<file path="src/rtl/arm_fetch_pkg.sv">
// rtl/arm_fetch_pkg.sv - shared types and constants for the instruction fetch stage
package arm_fetch_pkg;

  localparam int FETCH_W     = 32;
  localparam int PC_INC      = 4;
  localparam int PC_READ_OFS = 8;

  typedef enum logic [1:0] {IDLE, REQ, WAIT, DROP} fetch_state_t;

  typedef struct packed {
    logic [FETCH_W-1:0] instr;
    logic [FETCH_W-1:0] pc;
  } fetch_entry_t;

  function automatic logic [31:0] sat_add32(input logic [31:0] a, input logic [31:0] b);
    logic [32:0] sum;
    sum = {1'b0, a} + {1'b0, b};
    return sum[32] ? 32'hFFFF_FFFF : sum[31:0];
  endfunction

endpackage

</file>
<file path="src/rtl/fetch_buffer.sv">
// rtl/fetch_buffer.sv - instruction buffer between fetch and decode
// Flush beats everything; pop on empty and push on full are dropped.
module fetch_buffer
  import arm_fetch_pkg::*;
#(
  parameter  int DEPTH = 2,
  localparam int CW    = $clog2(DEPTH + 1),
  localparam int PW    = $clog2(DEPTH)
) (
  input  logic          clk,
  input  logic          reset,
  input  logic          push,
  input  fetch_entry_t  push_data,
  input  logic          pop,
  input  logic          flush,
  output fetch_entry_t  head,
  output logic [CW-1:0] count
);

  fetch_entry_t  mem_q [DEPTH];
  fetch_entry_t  mem_d [DEPTH];
  logic [PW-1:0] wr_ptr_q, wr_ptr_d;
  logic [PW-1:0] rd_ptr_q, rd_ptr_d;
  logic [CW-1:0] count_q, count_d;
  logic          do_push, do_pop;

  always_comb begin
    do_push  = push && !flush && (count_q != CW'(DEPTH));
    do_pop   = pop && !flush && (count_q != '0);
    mem_d    = mem_q;
    wr_ptr_d = wr_ptr_q;
    rd_ptr_d = rd_ptr_q;
    count_d  = count_q;
    if (flush) begin
      wr_ptr_d = '0;
      rd_ptr_d = '0;
      count_d  = '0;
    end else begin
      if (do_push) begin
        mem_d[wr_ptr_q] = push_data;
        wr_ptr_d        = wr_ptr_q + PW'(1);
      end
      if (do_pop) begin
        rd_ptr_d = rd_ptr_q + PW'(1);
      end
      count_d = count_q + CW'(do_push) - CW'(do_pop);
    end
  end

  always_ff @(posedge clk) begin
    if (reset) begin
      wr_ptr_q <= '0;
      rd_ptr_q <= '0;
      count_q  <= '0;
    end else begin
      wr_ptr_q <= wr_ptr_d;
      rd_ptr_q <= rd_ptr_d;
      count_q  <= count_d;
    end
  end

  always_ff @(posedge clk) begin
    mem_q <= mem_d;
  end

  assign head  = mem_q[rd_ptr_q];
  assign count = count_q;

endmodule

</file>
<file path="src/rtl/fetch_unit.sv">
// rtl/fetch_unit.sv - PC owner and single-outstanding instruction fetch FSM
// Define FETCH_PERF_EN to add the perf_fetched / perf_dropped counters.
module fetch_unit
  import arm_fetch_pkg::*;
#(
  parameter int               WIDTH    = 32,
  parameter logic [WIDTH-1:0] RESET_PC = '0,
  parameter int               DEPTH    = 2
) (
  input  logic             clk,
  input  logic             reset,
  input  logic             redirect_valid,
  input  logic [WIDTH-1:0] redirect_pc,
  output logic             imem_req,
  output logic [WIDTH-1:0] imem_addr,
  input  logic             imem_gnt,
  input  logic             imem_rvalid,
  input  logic [WIDTH-1:0] imem_rdata,
  output logic             if_valid,
  output logic [WIDTH-1:0] if_instr,
  output logic [WIDTH-1:0] if_pc,
  output logic [WIDTH-1:0] if_pcplus8,
  input  logic             id_ready
`ifdef FETCH_PERF_EN
  ,
  output logic [31:0]      perf_fetched,
  output logic [31:0]      perf_dropped
`endif
);

  localparam int CW = $clog2(DEPTH + 1);

  fetch_state_t     state_q, state_d;
  logic [WIDTH-1:0] pc_q, pc_d;
  logic [WIDTH-1:0] addr_q, addr_d;
  logic [CW-1:0]    count;
  fetch_entry_t     head, push_entry;
  logic             push, pop, flush;
  logic             credit, credit_after, drop_pending;

  always_comb begin
    flush        = redirect_valid;
    pop          = (count != '0) && id_ready;
    push         = (state_q == WAIT) && imem_rvalid && !redirect_valid;
    push_entry   = '{instr: imem_rdata, pc: addr_q};
    credit       = (int'(count) + int'(state_q == WAIT)) < DEPTH;
    credit_after = (int'(count) + 1 - int'(pop)) < DEPTH;
    // A response is still owed after this cycle; it must be swallowed in DROP.
    drop_pending = ((state_q == REQ) && imem_gnt) ||
                   (((state_q == WAIT) || (state_q == DROP)) && !imem_rvalid);
  end

  always_ff @(posedge clk) begin
    if (reset) begin
      state_q <= IDLE;
      pc_q    <= RESET_PC;
      addr_q  <= '0;
    end else begin
      state_q <= state_d;
      pc_q    <= pc_d;
      addr_q  <= addr_d;
    end
  end

  always_comb begin
    state_d = state_q;
    if (redirect_valid) begin
      state_d = drop_pending ? DROP : REQ;
    end else begin
      unique case (state_q)
        IDLE: if (credit) state_d = REQ;
        REQ:  if (imem_gnt) state_d = WAIT;
        WAIT: if (imem_rvalid) state_d = credit_after ? REQ : IDLE;
        DROP: if (imem_rvalid) state_d = IDLE;
        default: state_d = IDLE;
      endcase
    end
  end

  always_comb begin
    pc_d   = pc_q;
    addr_d = addr_q;
    if (redirect_valid) begin
      pc_d = redirect_pc & ~WIDTH'(3);
    end else if ((state_q == REQ) && imem_gnt) begin
      pc_d   = pc_q + WIDTH'(PC_INC);
      addr_d = pc_q;
    end
  end

  always_comb begin
    imem_req   = (state_q == REQ);
    imem_addr  = pc_q;
    if_valid   = (count != '0);
    if_instr   = head.instr;
    if_pc      = head.pc;
    if_pcplus8 = head.pc + WIDTH'(PC_READ_OFS);
  end

  fetch_buffer #(
    .DEPTH (DEPTH)
  ) u_buffer (
    .clk       (clk),
    .reset     (reset),
    .push      (push),
    .push_data (push_entry),
    .pop       (pop),
    .flush     (flush),
    .head      (head),
    .count     (count)
  );

`ifdef FETCH_PERF_EN
  logic [31:0] perf_fetched_q, perf_fetched_d;
  logic [31:0] perf_dropped_q, perf_dropped_d;
  logic        discard;

  always_comb begin
    discard        = imem_rvalid &&
                     ((state_q == DROP) || ((state_q == WAIT) && redirect_valid));
    perf_fetched_d = push ? sat_add32(perf_fetched_q, 32'd1) : perf_fetched_q;
    perf_dropped_d = sat_add32(perf_dropped_q,
                               32'(discard) + (redirect_valid ? 32'(count) : 32'd0));
  end

  always_ff @(posedge clk) begin
    if (reset) begin
      perf_fetched_q <= '0;
      perf_dropped_q <= '0;
    end else begin
      perf_fetched_q <= perf_fetched_d;
      perf_dropped_q <= perf_dropped_d;
    end
  end

  assign perf_fetched = perf_fetched_q;
  assign perf_dropped = perf_dropped_q;
`endif

endmodule

</file>
<file path="config.mk">
export PLATFORM = sky130hd
export DESIGN_NAME = fetch_unit
export DESIGN_NICKNAME = d
export VERILOG_FILES = /design/src/rtl/arm_fetch_pkg.sv /design/src/rtl/fetch_buffer.sv /design/src/rtl/fetch_unit.sv
export SDC_FILE = /design/constraint.sdc
export NUM_CORES = 1
export LEC_CHECK = 0
export ABC_CLOCK_PERIOD_IN_PS = 6570
export CAP_MARGIN = 20
export CORE_MARGIN = 8
export CORE_UTILIZATION = 55
export CTS_BUF_LIST = sky130_fd_sc_hd__clkbuf_4
export DETAILED_ROUTE_END_ITERATION = 12
export HOLD_SLACK_MARGIN = 0.06
export PLACE_DENSITY = 0.86
export SYNTH_ARGS = -nofsm -noshare
export SYNTH_HDL_FRONTEND = slang
export SYNTH_SLANG_ARGS = --single-unit
</file>
<file path="constraint.sdc">
create_clock -name clk -period 6.57 [get_ports clk]
set_input_delay 0.9855 -clock clk [delete_from_list [all_inputs] [get_ports clk]]
set_output_delay 0.9855 -clock clk [all_outputs]
set_load 0.05 [all_outputs]
</file>
# --- After elaboration in Yosys (flattened, before gate mapping) ---
# Cells that the tools add are included.
totals:
  input_bits: 70
  wordCells: 73
  reg_bits: 198
classes:
  n_eq_ne: 8
  muxes: 16
  order_cmp: 5
  reduce_logical: 21
  n_bitwise: 3
  addsub: 9
op_table:
  columns: ["operator", "count"]
  rows:
  - ["$mux 64", 4]
  - ["$bwmux 128", 1]
  - ["$demux 64 s1", 1]
  - ["$mux 32", 2]
  - ["$add 32x3->32 const B", 1]
  - ["$add 32x4->32 const B", 1]
  - ["$mux 2", 6]
  - ["$logic_and 1x1->1", 10]
  - ["$ne 3x3->1 const B", 3]
  - ["$pmux 2 s4", 1]
  - ["$eq 2x2->1 const B", 2]
  - ["$ge 2x2->1 const B", 2]
  - ["$lt 4x3->1 const B", 1]
  - ["$not 1->2", 2]
  - ["$reduce_and 2->1", 2]
  - ["$reduce_and 4->1", 1]
  - ["$reduce_bool 2->1", 2]
  - ["$sub 3x1->4", 1]
  - ["$add 2x1->3", 1]
  - ["$add 2x1->3 const B", 1]
  - ["$lt 3x2->1 const B", 1]
  - ["$ne 3x2->1 const B", 1]
  - ["$add 1x1->1 const B", 2]
  - ["$add 2x1->2", 1]
  - ["10 further kinds", 12]

# --- Logic depth before layout (Yosys ltp) ---
# Gate-level depths: netlist of the first run.
logic_depth:
  ltp_word: 8
  mapped_depth: 12
  mapped_depth_nobuf: 8

# --- Hierarchy ---
# From an unflattened synthesis of the first run, not the netlist that was laid out.
hier_totals:
  cells_unflattened: 681
  area_unflattened_um2: 8368.0
modules_own_cells:
  columns: ["module", "area_each_um2", "cells_per_inst", "n_inst"]
  rows:
  - ["fetch_buffer", 4870.9, 228, 1]
  - ["fetch_unit", 3497.1, 453, 1]

# --- Worst setup path before layout of the first run ---
# No wires, ideal clock.
synth_timing:
  path_type: "register -> output"
  from: "reg u_buffer.rd_ptr_q"
  to: "out if_pcplus8[25]"
  stages_incl_launch_ff: 13
  setup_slack_ns: 1.232
  arrival_time_ns: 4.353
  cell_sequence: "dfxtp_1 buf_2 buf_2 buf_1 buf_1 mux2i_1 inv_1 ha_1 inv_1 a211oi_2 nand2_1 nor2_1 xnor2_1"
synth_via:
  elab_chain_len: 5
synth_rtl:
  columns: ["element", "line", "text"]
  rows:
  - ["start: declaration", "fetch_buffer.sv:23", "logic [PW-1:0] rd_ptr_q, rd_ptr_d;"]
  - ["start signal: assignment", "fetch_buffer.sv:57", "rd_ptr_q <= rd_ptr_d;"]
  - ["$not 1->2 (not written as such)", "fetch_buffer.sv:66", "assign head = mem_q[rd_ptr_q];"]
  - ["$mux 64 (not written as such) (3 in a row)", "fetch_buffer.sv:66", null]
  - ["named net if_pc[3]", "fetch_unit.sv:21", "output logic [WIDTH-1:0] if_pc,"]
  - ["$add 32x4->32", "fetch_unit.sv:97", "if_pcplus8 = head.pc + WIDTH'(PC_READ_OFS);"]
  - ["end: declaration", "fetch_unit.sv:22", "output logic [WIDTH-1:0] if_pcplus8,"]
# The timed path passes the listed nets, and every way through them passes these cells. The select of a mux whose other input is x is not followed.

# --- Final worst setup path of the first run ---
layout_timing:
  from: "reg u_buffer.rd_ptr_q"
  to: "out if_pcplus8[31]"
layout_via:
  elab_chain_len: 5
layout_rtl:
  columns: ["element", "line"]
  rows:
  - ["$not 1->2 (not written as such)", "fetch_buffer.sv:66"]
  - ["$mux 64 (not written as such) (3 in a row)", "fetch_buffer.sv:66"]
  - ["$add 32x4->32", "fetch_unit.sv:97"]
# Every way passes these cells. The select of a mux whose other input is x is not followed.

==> results_dict.tcl, run 1 <==
set metrics [dict create \
    core_area_mm2 0.0150 \
    numCtsBuffers 17 \
    path_class "reg -> out" \
    r2r_slack_ns 4.32 \
    die_h_um 139 \
    hold_viol 0 \
    avgSynthCellArea_um2 11.6 \
    min_path_type "reg -> reg" \
    die_w_um 139 \
    wire_per_inst_um 16.7 \
    htreeDepth 4 \
    critPathBufInv 2 \
    grt_pass1_vias 5621 \
    tightest_slew_ns 0.833 \
    insertion_delay_ns 0.57 \
    crit_chain "buf_4, mux2i_1, a21oi_1, nand3_1, nor4b_2, xor2_1, clkdlybuf4s50_1" \
    rows 45 \
    min_to "u_buffer.mem_q[21]$_DFFE_PP_" \
    maxSlewViolCount 0 \
    drc 0 \
    overflow 0 \
    yosys.cell_types.count 49 \
    dp.cells 1067 \
    routed_wl_mm 18.4 \
    grt.total_usage_pct 19.1 \
    p_leak_nw 3.56 \
    routed_via_density 5.30 \
    async_flop_share_pct 0 \
    cts_sinks 190 \
    area_growth_pct 28.4 \
    clock_skew_ns 0.0222 \
    cp_data_required_time_ns 5.58 \
    drtPass1Iterations 5 \
    clkTransAtPathRegs_ns 0.14 \
    reg2regPathDepth 5 \
    fin_cells 1105 \
    finalWeightedCongestion 0.826 \
    fp.dieArea_mm2 0.0193 \
    start_util_pct 55.4 \
    worst_slack_ns 1.33 \
    powerDensity_mw_per_mm2 204 \
    status "finished clean" \
    synth_seq_area_share_pct 60.8 \
    drv_cap 0 \
    via_count 5852 \
    nets 976 \
    grt_pass1_wl_mm 29.5 \
    finalCoreUtilization_pct 71.1 \
    holdPathStages 0 \
    synth_ff_type "edfxtp_1" \
    ios 200 \
    setup_violations 0 \
    max_slew_margin_pct 44.5 \
    cp-start-kind "flip-flop" \
    fin_crit_sh_pct 79.7 \
    syn_area_mm2 0.00829 \
    preCtsSetupSlack_ns 1.94 \
    drt_iter0_drc 361 \
    stdcell_area_mm2 0.0107 \
    crit_path_max_fanout 62 \
    crit_family "buffers and inverters" \
    finalPower_mw 2.17 \
    grt_setup_unrepaired "no" \
    port_buffers 191 \
    cpMaxStageDelayCell "clkdlybuf4s50_1" \
    hpwl_mm 13.1 \
    clk_path_buf_depth 2 \
    grt_max_degree 67 \
    post_dp_cell_area_mm2 0.0103 \
    layout-drive-gt1-share_pct 11.4 \
    fmax_mhz 191 \
    cts-root-buf "clkbuf_4" \
    tritoncts "done" \
    synth_edf_count 124 \
    fin_tns_setup_ns 0 \
    antenna_found_initial 1 \
    r2r_start "imem_addr[2]$_SDFFE_PP0P_" \
    max_stage_delay_ns 0.84 \
    ys_ff_latch 190 \
    ant_nets 0 \
    min_from "addr_q[21]$_SDFFE_PP0P_" \
    hold_buffers 0 \
    postSynthCellCount 717 \
    yosysWarningCount 0 \
    crit_arrival_ns 4.25 \
    cts_setup_buffers 0 \
    cts_resized 0 \
    cp-end-kind "primary output" \
    fin_crit_ns 5.24 \
    worstReg2RegEnd "imem_addr[10]$_SDFFE_PP0P_" \
    ir_worst_vdd_mv 0.113 \
    finalHoldWorstSlack_ns 0.470 \
]
==> Yosys cell counts (all sizes together) (3+ instances only) <==
master  instances  share of area (%)
a21oi          59                3.6
buf            18                1.4
clkbuf         22                1.0
dfxtp          66                 16
edfxtp        124                 45
ha              3               0.45
inv            36                1.6
mux2           50                6.8
mux2i          16                1.9
nand2         101                4.6
nand2b          4               0.30
nand3          19                1.1
nand4          17                1.4
nand4b          6               0.63
nor2           38                1.7
nor2b           4               0.30
nor3           17                1.0
nor4            8               0.60
o21a           17                1.5
o21ai           8               0.48
xnor2          33                3.5
xor2           22                2.3
==> logic make-up after synthesis <==
kind of cell,Yosys count,synth area share [%]
flip-flops,190,60.8
other,1,0.0452
multiplexers,66,8.72
XOR/XNOR,55,5.81
AND/OR/NAND/NOR,227,13.1
AO/OA/AOI/OAI,99,7.09
adder cells (fa/ha/maj),3,0.453
buffers and inverters,76,4.00
==> layout by cell type, fill, tap and decap left out, types with 3 or more instances in the layout <==
cell type,n
clkbuf_4,18
nor2_1,35
inv_1,36
nor3_1,17
xor2_1,22
o21ai_0,8
xnor2_1,33
nand3_1,19
inv_6,4
nand2b_1,4
clkdlybuf4s50_1,189
nand2_1,101
clkinv_4,3
conb_1,6
o21a_1,17
a21oi_1,58
nor4_1,8
clkinvlp_4,3
nand4_1,16
mux2_2,50
ha_1,3
edfxtp_1,124
buf_4,6
mux2i_1,16
nor2b_1,4
dfxtp_1,65
nand4b_1,6
==> metal layers <==
metal  vias to the layer above  global-route usage (%)  share of wire [%]
met4                         0                    6.70                1.3
li1                       2910                       -                  -
met3                        19                    5.47                6.7
met2                       186                    29.9                 47
met5                         -                       0                  0
met1                      2737                    24.8                 46
==> worst register-to-register path, delay by kind of cell, from the launching register on <==
kind / cells / cell delay (ns)
AND/OR/NAND/NOR: 3 / 1.08
flip-flops: 1 / 0.48
AO/OA/AOI/OAI: 1 / 0.38
adder cells (fa/ha/maj): 1 / 0.19
==> cell type report <==
cell class	instances	area [um2]
Inverter	36	135
Clock buffer	18	135
Sequential cell	190	5050
Multi-Input combinational cell	456	2950
Clock inverter	14	134
Tap cell	188	235
Timing Repair Buffer	202	2010
Antenna cell	1	2.50
Fill cell	1112	4330
==> report_power, final <==
part           leakage [nW]  total (mW)  internal [mW]  switching, mW
clock network         0.139       0.597          0.199          0.398
logic                  1.84       0.263          0.106          0.156
registers              1.58        1.32           1.29         0.0272
total                  3.56        2.17           1.59          0.582
==> how the worst max path moves through the flow <==
| stage | start | endpoint | slack (ns) | cells after the start |
|---|---|---|---|---|
| floorplan | u_buffer.rd_ptr_q$_SDFFE_PP0P_ | if_pcplus8[25] | 1.23 | 12 |
| global placement | u_buffer.rd_ptr_q$_SDFFE_PP0P_ | if_pcplus8[31] | 2.03 | 7 |
| detailed placement | u_buffer.rd_ptr_q$_SDFFE_PP0P_ | if_pcplus8[31] | 1.94 | 7 |
| CTS | u_buffer.rd_ptr_q$_SDFFE_PP0P_ | if_pcplus8[31] | 1.29 | 7 |
| global route | u_buffer.rd_ptr_q$_SDFFE_PP0P_ | if_pcplus8[31] | 1.04 | 7 |
| finish | u_buffer.rd_ptr_q$_SDFFE_PP0P_ | if_pcplus8[31] | 1.33 | 7 |
==> sequential cells by signal, indices dropped and copies added, names as in the netlist <==
register           cells
u_buffer.count         2
u_buffer.mem_q       124
u_buffer.rd_ptr_q      1
state_q                2
u_buffer.wr_ptr_q      1
imem_addr             30
addr_q                30
Note: power is estimated with default switching activity, not from simulation.
==> inputs of run 2 (changes only) <==
--- a/config.mk
+++ b/config.mk
@@ -5,14 +5,14 @@
 export SDC_FILE = /design/constraint.sdc
 export NUM_CORES = 1
 export LEC_CHECK = 0
-export ABC_CLOCK_PERIOD_IN_PS = 6570
+export ABC_CLOCK_PERIOD_IN_PS = 4950
 export CAP_MARGIN = 20
 export CORE_MARGIN = 8
-export CORE_UTILIZATION = 55
+export CORE_UTILIZATION = 51
 export CTS_BUF_LIST = sky130_fd_sc_hd__clkbuf_4
 export DETAILED_ROUTE_END_ITERATION = 12
 export HOLD_SLACK_MARGIN = 0.06
-export PLACE_DENSITY = 0.86
+export PLACE_DENSITY = 0.81
 export SYNTH_ARGS = -nofsm -noshare
 export SYNTH_HDL_FRONTEND = slang
 export SYNTH_SLANG_ARGS = --single-unit
==> constraint.sdc (replaced) <==
create_clock -name clk -period 4.95 [get_ports clk]
set_input_delay 0.7425 -clock clk [delete_from_list [all_inputs] [get_ports clk]]
set_output_delay 0.7425 -clock clk [all_outputs]
set_load 0.05 [all_outputs]
==> results_dict.tcl, run 2 (same netlist as run 1, synthesis figures left out) <==
set metrics [dict create \
    hold_buffers 0 \
    overflow 0 \
    min_from "addr_q[19]$_SDFFE_PP0P_" \
    min_path_type "reg -> reg" \
    fin_tns_setup_ns 0 \
    tightest_slew_ns 0.819 \
    clock_skew_ns 0.0212 \
    grt_pass1_vias 5873 \
    port_buffers 191 \
    crit_family "buffers and inverters" \
    hold_viol 0 \
    largest_reg_flops 124 \
    p_leak_nw 3.58 \
    die_w_um 144 \
    ff_latch_area_mm2 0.00505 \
    critPathBufInv 2 \
    grt_setup_unrepaired "no" \
    numCtsBuffers 17 \
    setup_violations 0 \
    layout-drive-gt1-share_pct 11.6 \
    clk_path_buf_depth 2 \
    tritoncts "done" \
    cts_sinks 190 \
    insertion_delay_ns 0.57 \
    cp-start-kind "flip-flop" \
    cts_resized 0 \
    start_util_pct 52.2 \
    max_slew_margin_pct 45.4 \
    finalWeightedCongestion 0.784 \
    crit_start "u_buffer.rd_ptr_q$_SDFFE_PP0P_" \
    antenna_found_initial 0 \
    drtPass1Iterations 7 \
    fin_crit_ns 4.56 \
    final.fill_count 1240 \
    grt_use_met1_pct 22.0 \
    rows 46 \
    final_common_cell "clkdlybuf4s50_1" \
    busiest_layer "met2" \
    fin_crit_sh_pct 92.2 \
    final_cell_mix "189 x clkdlybuf4s50_1, 124 x edfxtp_1, 101 x nand2_1" \
    fp.dieArea_mm2 0.0206 \
    preCtsSetupSlack_ns 0.948 \
    top_register "u_buffer.mem_q" \
    cts-root-buf "clkbuf_4" \
    worst_slack_ns 0.387 \
    ir_worst_vdd_mv 0.156 \
    maxSlewViolCount 0 \
    crit_chain "buf_12, mux2i_1, a21oi_1, nand3_1, nor4b_2, xor2_1, clkdlybuf4s50_1" \
    path_class "reg -> out" \
    routed_wl_mm 18.6 \
    clkTransAtPathRegs_ns 0.15 \
    status "finished clean" \
    crit_path_max_fanout 65 \
    antennaDiodeCount 0 \
    wire_per_inst_um 16.5 \
    hpwl_mm 13.4 \
    drt_iter0_drc 298 \
    use_met3_pct 5.47 \
    multiInputGateArea_mm2 0.00296 \
    via_count 5815 \
    drc 0 \
    max_stage_delay_ns 0.86 \
    cp_data_required_time_ns 4.21 \
    fmax_mhz 219 \
    grt_max_degree 67 \
    crit_arrival_ns 3.82 \
    ios 200 \
    area_growth_pct 29.2 \
    grt.total_usage_pct 18.2 \
    r2r_start "state_q[1]$_SDFFE_PP0P_" \
    grt_pass1_wl_mm 29.5 \
    cts_setup_buffers 0 \
    htreeDepth 4 \
    core_area_mm2 0.0159 \
    gr-usage-met2_pct 30.2 \
    routed_via_density 5.14 \
    powerDensity_mw_per_mm2 270 \
    die_h_um 144 \
    cpMaxStageDelayCell "clkdlybuf4s50_1" \
    nets 976 \
    drv_cap 0 \
    cp-end-kind "primary output" \
    ant_nets 0 \
]
## run 2: worst paths after layout
| kind | endpoint | slack [ns] | cells past startpoint |
|---|---|---|---|
| hold reg to reg | u_buffer.mem_q[19]$_DFFE_PP_ | 0.47 | 0 |
| setup / recovery | if_pcplus8[31] | 0.39 | 7 |
| hold / removal | u_buffer.mem_q[19]$_DFFE_PP_ | 0.47 | 0 |
| setup reg to reg | u_buffer.mem_q[111]$_DFFE_PP_ | 2.58 | 5 |
## run 2: area by class of cell
class | count | share of cell area (%)
clock buffers | 17 | 1.19
clock inverters | 15 | 1.40
inverters | 36 | 1.26
multi-input cells | 456 | 27.6
flip-flops and latches | 190 | 47.1
well taps | 216 | 2.52
repair buffers | 202 | 18.9
## run 2: stage by stage
step	area (um2)	utilization, %	hold WS, ns	cells	total power [mW]
2_1_floorplan	8320	-	0.425	722	1.99
3_3_place_gp	10400	65.3	0.432	1094	2.12
3_5_place_dp	10400	65.3	0.437	1094	2.13
4_1_cts	10700	67.1	0.477	1126	2.93
5_1_grt	10700	67.5	0.491	1132	3.01
6_report	10700	67.5	0.472	1132	2.89
## run 2: worst register-to-register path: cells and delay by family (launching register included)
family,cells,cell delay (ns)
DFF,1,0.51
buffers and inverters,2,0.55
and+or+nand+nor,2,0.79
AOI/OAI and AO/OA,1,0.19
## run 2: power breakdown
part | switching (mW) | internal (mW)
registers | 0.0365 | 1.71
logic | 0.208 | 0.141
clock network | 0.535 | 0.264
total | 0.779 | 2.11
## run 2: layer usage
layer	up-vias	part of all wire, %
met1	2711	44
met2	164	47
met3	18	7.7
li1	2922	-
met4	0	1.3
met5	-	0
==> inputs of run 3 (changes only) <==
--- a/config.mk
+++ b/config.mk
@@ -8,11 +8,11 @@
 export ABC_CLOCK_PERIOD_IN_PS = 4950
 export CAP_MARGIN = 20
 export CORE_MARGIN = 8
-export CORE_UTILIZATION = 51
+export CORE_UTILIZATION = 35
 export CTS_BUF_LIST = sky130_fd_sc_hd__clkbuf_4
 export DETAILED_ROUTE_END_ITERATION = 12
 export HOLD_SLACK_MARGIN = 0.06
-export PLACE_DENSITY = 0.81
+export PLACE_DENSITY = 0.59
 export SYNTH_ARGS = -nofsm -noshare
 export SYNTH_HDL_FRONTEND = slang
 export SYNTH_SLANG_ARGS = --single-unit
==> results_dict.tcl, run 3 (same netlist as run 1, synthesis figures left out) <==
set metrics [dict create \
    status "finished clean" \
    clock_skew_ns 0.0295 \
    worstSetupEndpoint "if_pcplus8[31]" \
    fin_crit_ns 4.50 \
    grt.total_usage_pct 13.8 \
    overflow 0 \
    fin_crit_sh_pct 90.9 \
    clk_path_buf_depth 2 \
    grt_pass1_wl_mm 31.4 \
    cp-start-kind "flip-flop" \
    grt_pass1_vias 5641 \
    tritoncts "done" \
    dr.max_layer_used "met4" \
    start_util_pct 35.4 \
    reg2regPathDepth 6 \
    port_buffers 191 \
    crit_path_max_fanout 35 \
    wire_per_inst_um 16.4 \
    cts-root-buf "clkbuf_4" \
    max_slew_margin_pct 41.8 \
    maxSlewViolCount 0 \
    path_depth 9 \
    route.met2.wl_mm 8.86 \
    cp_data_required_time_ns 4.21 \
    finalPower_mw 2.92 \
    cts_sinks 190 \
    hold_buffers 0 \
    routed_via_density 4.69 \
    dr_wl_met3_mm 1.26 \
    ant_nets 0 \
    top_register "u_buffer.mem_q" \
    cts_resized 0 \
    area_growth_pct 30.8 \
    hold_viol 0 \
    drv_cap 0 \
    fmax_mhz 222 \
    cts_setup_buffers 0 \
    fin_tns_setup_ns 0 \
    drc 0 \
    r2r_start "imem_addr[2]$_SDFFE_PP0P_" \
    die_h_um 170 \
    crit_family "buffers and inverters" \
    post_dp_cell_area_mm2 0.0105 \
    routed_wl_mm 20.3 \
    core_area_mm2 0.0234 \
    insertion_delay_ns 0.57 \
    fp.dieArea_mm2 0.0289 \
    max_stage_delay_ns 0.85 \
    largest_reg_flops 124 \
    clkTransAtPathRegs_ns 0.16 \
    worstReg2RegEnd "imem_addr[28]$_SDFFE_PP0P_" \
    antenna_found_initial 1 \
    cpMaxStageDelayCell "clkdlybuf4s50_1" \
    final_cell_mix "189 x clkdlybuf4s50_1, 124 x edfxtp_1, 101 x nand2_1" \
    crit_arrival_ns 3.76 \
    die_w_um 170 \
    ios 200 \
    powerDensity_mw_per_mm2 270 \
    layout-drive-gt1-share_pct 11.7 \
    final_common_cell "clkdlybuf4s50_1" \
    setup_violations 0 \
    via_count 5803 \
    cp-end-kind "primary output" \
    critPathBufInv 3 \
    htreeDepth 4 \
    drtPass1Iterations 4 \
    hpwl_mm 14.3 \
    crit_chain "mux2_2, ha_1, inv_1, a211oi_2, buf_4, nand3_1, nor4b_2, xor2_1, clkdlybuf4s50_1" \
    nets 978 \
    numCtsBuffers 17 \
    min_path_type "reg -> reg" \
    drt-met1-wl_mm 10.0 \
    p_leak_nw 3.58 \
    grt_max_degree 67 \
    path_class "reg -> out" \
    tightest_slew_ns 0.872 \
    ir_worst_vdd_mv 0.103 \
    drt_iter0_drc 257 \
    rows 56 \
    grt_setup_unrepaired "no" \
    stdcell_area_mm2 0.0108 \
    r2r_slack_ns 2.66 \
    crit_start "u_buffer.rd_ptr_q$_SDFFE_PP0P_" \
    finalWeightedCongestion 0.786 \
]
[run 3: worst min-delay path by stage]
stage / start / endpoint / slack, ns / cells past startpoint
global placement: addr_q[14]$_SDFFE_PP0P_ / u_buffer.mem_q[14]$_DFFE_PP_ / 0.43 / 0
finish: addr_q[30]$_SDFFE_PP0P_ / u_buffer.mem_q[94]$_DFFE_PP_ / 0.46 / 0
detailed placement: addr_q[24]$_SDFFE_PP0P_ / u_buffer.mem_q[24]$_DFFE_PP_ / 0.45 / 0
global route: addr_q[5]$_SDFFE_PP0P_ / u_buffer.mem_q[5]$_DFFE_PP_ / 0.50 / 0
CTS: addr_q[30]$_SDFFE_PP0P_ / u_buffer.mem_q[94]$_DFFE_PP_ / 0.48 / 0
floorplan: addr_q[10]$_SDFFE_PP0P_ / u_buffer.mem_q[10]$_DFFE_PP_ / 0.43 / 0
[run 3: final cells by class]
type,count,area (um2)
clock inverters,15,153
flip-flops and latches,190,5050
clock buffers,17,128
diodes,1,2.50
multi-input cells,456,2960
inverters,36,135
fillers,2258,12600
repair buffers,204,2020
well taps,319,399
[run 3: where the power goes]
part	total [mW]	switching [mW]	internal, mW
clock network	0.826	0.560	0.266
logic	0.350	0.209	0.141
registers	1.75	0.0382	1.71
[run 3: layer usage]
metal / vias up / GRT usage (%)
li1: 2924 / -
met1: 2711 / 19.2
met2: 154 / 20.8
met3: 14 / 3.57
met4: 0 / 4.16
met5: - / 0
[run 3: per-stage QoR]
| stage | hold slack (ns) | setup WS (ns) | cells | utilization, % |
|---|---|---|---|---|
| floorplan | 0.425 | 0.211 | 722 | - |
| global placement | 0.433 | 1.02 | 1201 | 44.9 |
| detailed placement | 0.446 | 0.962 | 1203 | 45.0 |
| CTS | 0.479 | 0.274 | 1235 | 46.2 |
| global route | 0.495 | 0.0505 | 1238 | 46.3 |
| finish | 0.463 | 0.449 | 1238 | 46.3 |
